$ cat config.mk
export PLATFORM = sky130hd
export DESIGN_NAME = imem_loader
export DESIGN_NICKNAME = d
export VERILOG_FILES = /design/src/rtl/imem_loader.sv
export SDC_FILE = /design/constraint.sdc
export NUM_CORES = 1
export LEC_CHECK = 0
export BUFFER_PORTS_ARGS = -buffer_cell sky130_fd_sc_hd__buf_2
export CAP_MARGIN = 20
export CORE_MARGIN = 2
export CORE_UTILIZATION = 39
export CTS_CLUSTER_SIZE = 8
export DETAILED_ROUTE_END_ITERATION = 8
export MAX_ROUTING_LAYER = met4
export PLACE_DENSITY_LB_ADDON = 0.1
export SYNTH_ARGS = -nofsm -noshare
export SYNTH_HDL_FRONTEND = slang
export SYNTH_SLANG_ARGS = --single-unit
$ cat constraint.sdc
create_clock -name clk -period 2.06 [get_ports clk]
set_input_delay 0.618 -clock clk [delete_from_list [all_inputs] [get_ports clk]]
set_output_delay 0.618 -clock clk [all_outputs]
set_load 0.02 [all_outputs]
$ cat src/rtl/imem_loader.sv
// imem_loader: writer side of the instruction memory.
// Receives a byte stream (valid/ready) framed as a 2-byte big-endian word count
// followed by that many big-endian 32-bit words, and writes the words to the
// instruction memory from word address 0 upward. The datapath is held in stall
// while a load is in progress or after a rejected header.
module imem_loader #(
  parameter int ADDR_W = 8  // word-address width; header count is 16 bits, so keep ADDR_W <= 15
) (
  input  logic              clk,
  input  logic              rst_n,
  input  logic              start,
  input  logic              in_valid,
  input  logic [7:0]        in_data,
  output logic              in_ready,
  output logic              mem_we,
  output logic [ADDR_W-1:0] mem_addr,
  output logic [31:0]       mem_wdata,
  output logic              cpu_hold,
  output logic              done,
  output logic              error,
  output logic [ADDR_W:0]   words_loaded
);

  localparam int MAX_WORDS = 1 << ADDR_W;
  // Header count compared one bit wider so MAX_WORDS itself is representable.
  localparam logic [16:0] MAX_N = 17'(MAX_WORDS);

  typedef enum logic [2:0] {
    S_IDLE,
    S_HDR_HI,
    S_HDR_LO,
    S_DATA,
    S_WRITE,
    S_DONE,
    S_ERR
  } state_t;

  state_t              state_reg;
  state_t              state_next;
  logic [7:0]          cnt_hi_reg;
  logic [31:0]         word_reg;
  logic [1:0]          byte_cnt_reg;
  logic [ADDR_W-1:0]   addr_reg;
  logic [ADDR_W:0]     words_left_reg;
  logic [ADDR_W:0]     words_loaded_reg;

  logic                accept;
  logic [15:0]         hdr_count;
  logic                hdr_too_big;

  assign accept      = in_valid && in_ready;
  assign hdr_count   = {cnt_hi_reg, in_data};
  assign hdr_too_big = {1'b0, hdr_count} > MAX_N;

  // Write port and progress counter come straight from registers so they are
  // stable for the whole WRITE cycle and zero out of reset.
  assign mem_addr     = addr_reg;
  assign mem_wdata    = word_reg;
  assign words_loaded = words_loaded_reg;

  // State register.
  always_ff @(posedge clk or negedge rst_n) begin
    if (!rst_n) begin
      state_reg <= S_IDLE;
    end else begin
      state_reg <= state_next;
    end
  end

  // Next-state and Moore output decode.
  always_comb begin
    state_next = state_reg;
    in_ready   = 1'b0;
    cpu_hold   = 1'b0;
    mem_we     = 1'b0;
    done       = 1'b0;
    error      = 1'b0;
    case (state_reg)
      S_IDLE: begin
        if (start) state_next = S_HDR_HI;
      end
      S_HDR_HI: begin
        in_ready = 1'b1;
        cpu_hold = 1'b1;
        if (in_valid) state_next = S_HDR_LO;
      end
      S_HDR_LO: begin
        in_ready = 1'b1;
        cpu_hold = 1'b1;
        if (in_valid) begin
          if (hdr_count == 16'd0)  state_next = S_DONE;
          else if (hdr_too_big)    state_next = S_ERR;
          else                     state_next = S_DATA;
        end
      end
      S_DATA: begin
        in_ready = 1'b1;
        cpu_hold = 1'b1;
        if (in_valid && byte_cnt_reg == 2'd3) state_next = S_WRITE;
      end
      S_WRITE: begin
        mem_we   = 1'b1;
        cpu_hold = 1'b1;
        if (words_left_reg == (ADDR_W+1)'(1)) state_next = S_DONE;
        else                                  state_next = S_DATA;
      end
      S_DONE: begin
        done       = 1'b1;
        state_next = S_IDLE;
      end
      S_ERR: begin
        error    = 1'b1;
        cpu_hold = 1'b1;
        if (start) state_next = S_HDR_HI;
      end
      default: state_next = S_IDLE;
    endcase
  end

  // Datapath: header capture, word assembly and write-address bookkeeping.
  always_ff @(posedge clk or negedge rst_n) begin
    if (!rst_n) begin
      cnt_hi_reg       <= 8'd0;
      word_reg         <= 32'd0;
      byte_cnt_reg     <= 2'd0;
      addr_reg         <= '0;
      words_left_reg   <= '0;
      words_loaded_reg <= '0;
    end else begin
      case (state_reg)
        S_HDR_HI: begin
          if (accept) cnt_hi_reg <= in_data;
        end
        S_HDR_LO: begin
          if (accept) begin
            // Cleared for every header so an empty or rejected load reports zero.
            words_loaded_reg <= '0;
            words_left_reg   <= hdr_count[ADDR_W:0];
            addr_reg         <= '0;
            byte_cnt_reg     <= 2'd0;
          end
        end
        S_DATA: begin
          if (accept) begin
            word_reg     <= {word_reg[23:0], in_data};
            byte_cnt_reg <= byte_cnt_reg + 2'd1;
          end
        end
        S_WRITE: begin
          // Address wraps only after the final word of a full-size load.
          addr_reg         <= addr_reg + ADDR_W'(1);
          words_loaded_reg <= words_loaded_reg + (ADDR_W+1)'(1);
          words_left_reg   <= words_left_reg - (ADDR_W+1)'(1);
        end
        default: ;
      endcase
    end
  end

endmodule

==> summary.json <==
{
  "status": {
    "status": "completed"
  },
  "global_routing": {
    "grt_max_degree": 72,
    "grt_usage_pct": 16.9,
    "grt_overflow_total": 0,
    "global_route_wire_length_before_repair_um": 11400,
    "grt_busiest_layer": "met1",
    "antenna_violations_before_repair": 0,
    "grtUsageMet2_pct": 22.9,
    "global_route.usage.met1_pct": 24.2,
    "grt_use_met3_pct": 3.48,
    "number_of_global_route_vias_before_repair": 2224
  },
  "run": {
    "max_cap_violations": 0
  },
  "clock_tree": {
    "cts_hold_repair.buffers": 0,
    "clockRootBuffer": "clkbuf_8",
    "clock_sink_count": 71,
    "path_clk_slew_ns": 0.08,
    "clockBufferDepth": 2,
    "cts_tree": "yes",
    "cts_buffers": 9,
    "clk_latency_ns": 0.35,
    "cts-htree-levels": 3
  },
  "placement": {
    "hpwlAfterDp_um": 4680,
    "placed_cells_incl_taps": 447,
    "routability_cong": 0.782,
    "worst_setup_slack_after_placement_ns": 0.146,
    "placement.io_buffers": 65
  },
  "routing": {
    "detail_route.drc_violations": 0,
    "drt_first_pass_iters": 4,
    "detail_routed_via_count_per_cell": 5.16,
    "totalWireLength_um": 6880,
    "route.detailed.wl_per_inst_um": 14.8,
    "initialDrtViolationCount": 73,
    "detailed_route_via_count": 2394,
    "detail-route-antenna-nets": 0
  },
  "critical_path": {
    "timing.critical_path.arrival_ns": 1.37,
    "timing.critical_path.required_ns": 1.44,
    "critPathMaxFanout": 2,
    "reg_to_reg_critical_path_startpoint": "state_reg[1]",
    "kind_of_capture_point_of_the_worst_setup_path": "output port",
    "regToRegSetupSlack_ns": 0.18,
    "worst-setup-path-type": "flop to output port",
    "critical_path.startpoint_type": "flop",
    "worst_reg2reg_endpoint": "words_loaded[7]",
    "reg2regPathDepth": 7
  },
  "die": {
    "design.die.area_um2": 9030,
    "initial_core_util_pct": 39.7,
    "die_height_um": 95.0,
    "fp.dieW_um": 95.0,
    "std_cell_rows": 33,
    "core-area_um2": 8130,
    "pin_count": 66
  },
  "yosys": {
    "syn-num-nets": 296,
    "postSynth.asyncResetShare_pct": 100,
    "postSynthCellCount": 279,
    "netlist.area_leader.share_pct": 55.0,
    "synthDistinctLibCells": 47,
    "yosys_register_bits": 71,
    "synth.yosys.seq_area_share_pct": 55.0,
    "synth_enable_flop_cells": 0,
    "dominant_synthesized_flop_cell": "dfrtp_1",
    "postSynthAreaPerCell_um2": 11.6,
    "synthesis.area_um2": 3230,
    "yosysTopAreaCell": "dfrtp_1",
    "ys.warnings.count": 0,
    "synth.top_cells.by_area": "dfrtp_1, mux2_2, o21ai_0"
  },
  "sta": {
    "final-hold-violation-count": 0,
    "setup_ws_ns": 0.0709,
    "final_max_slew_viol_count": 0,
    "total_neg_setup_slack_ns": 0,
    "rsz0062_at_grt": "no",
    "worst_pin_slew_ns": 0.725,
    "final_period_minus_worst_setup_slack_ns": 1.99,
    "clock.fmax_mhz": 503,
    "fin_crit_sh_pct": 96.6,
    "setup_viol_count_final": 0,
    "relSlewSlack_pct": 51.5,
    "fin_worst_skew_ns": 0.00826
  },
  "finish": {
    "layout.nets": 371,
    "largest_register_ffs": 32,
    "ant_cells": 0,
    "n_fill_cell": 753,
    "layout_cells_sized_above_1_pct": 39.6,
    "number_of_non_filler_instances_in_the_completed_layout": 464,
    "flow.area_growth_from_synthesis_pct": 22.8,
    "final_core_utilization_pct": 48.8
  },
  "power_and_ir_drop": {
    "power_density_nw_per_um2": 1530,
    "power_leakage_nw": 1.88,
    "max-vdd-ir-drop_uv": 659
  },
  "min_path": {
    "hp-class": "input port to async pin"
  }
}
-- cells in the final DEF (no fill, tap or decap), types with 4 or more instances in the layout --
master,count
or3_1,5
buf_2,64
nor2_1,10
buf_4,13
inv_1,4
nand4_1,7
ha_1,5
a21oi_1,8
clkbuf_8,9
o211ai_1,4
and3_1,7
dfrtp_1,71
o21ai_0,26
nand3_1,10
nand2_1,26
mux2_2,39
-- worst max-delay path by stage --
stage | from | to | slack, ns | cells past startpoint
after CTS | state_reg[1] | mem_we | 0.04 | 3
after detailed placement | in_valid | words_left_reg[5] | 0.15 | 5
after floorplan | state_reg[1] | mem_we | 0.17 | 5
after global placement | in_data[7] | state_reg[0] | 0.19 | 6
after global routing | state_reg[1] | mem_we | 0.01 | 3
final | state_reg[1] | mem_we | 0.07 | 3
-- cell families (layout without fill, tap and decap cells) --
| group | Yosys count | in the layout | share of synthesized area (%) |
|---|---|---|---|
| XOR/XNOR | 1 | 1 | 0.271 |
| adder cells (fa/ha/maj) | 5 | 5 | 1.94 |
| AO/OA/AOI/OAI | 55 | 55 | 10.8 |
| AND/OR/NAND/NOR | 85 | 85 | 14.4 |
| buffers and inverters | 21 | 101 | 3.29 |
| flip-flops | 71 | 71 | 55.0 |
| multiplexers | 41 | 41 | 14.3 |
-- layout make-up --
cell class / instances / area, um^2 / share of cell area, %
timing repair buffer: 79 / 458 / 11.5
inverter: 6 / 27.5 / 0.694
clock buffer: 10 / 128 / 3.22
multi-input combinational: 187 / 1350 / 34.1
sequential: 71 / 1780 / 44.8
clock inverter: 6 / 93.8 / 2.37
tap: 105 / 131 / 3.31
-- metal layers --
layer / share of wire (%) / up-vias
li1: - / 1172
met1: 51 / 1165
met2: 43 / 48
met3: 4.0 / 9
met4: 1.7 / 0
met5: 0 / -
-- Yosys cell counts, drive strengths merged (2+ instances only) --
cell type / number
a21oi: 8
a221o: 2
a31oi: 2
and3: 7
buf: 8
clkbuf: 7
dfrtp: 71
ha: 5
inv: 6
mux2: 40
nand2: 26
nand2b: 3
nand3: 10
nand4: 7
nor2: 10
nor3: 4
nor4: 4
nor4bb: 2
o211ai: 5
o21ai: 26
o311ai: 3
o31ai: 2
or3: 5
-- what timing repair did --
item                                    in CTS  in global routing
gates resized for setup                      3                  2
buffers inserted                             1                  0
endpoints found under the setup margin       1                  2
-- metrics by stage --
step,hold slack [ns],area [um^2],total power [mW]
after floorplan,0.322,3230,4.07
after global placement,0.466,3730,4.82
after detailed placement,0.475,3730,4.88
after CTS,0.288,3960,6.15
after global routing,0.288,3970,6.51
final,0.271,3970,6.07
-- critical path, cell delays in order, from the launching register on --
cell	delay [ns]
dfrtp_1	0.39
or3b_4	0.43
inv_6	0.07
buf_4	0.13
-- report_power, final --
group / leakage (nW) / internal [mW] / switching [mW]
registers: 0.885 / 1.97 / 0.384
clock network: 0.107 / 0.690 / 0.552
logic: 0.889 / 1.10 / 1.38
total: 1.88 / 3.75 / 2.32
(Power assumes the default switching activity.)
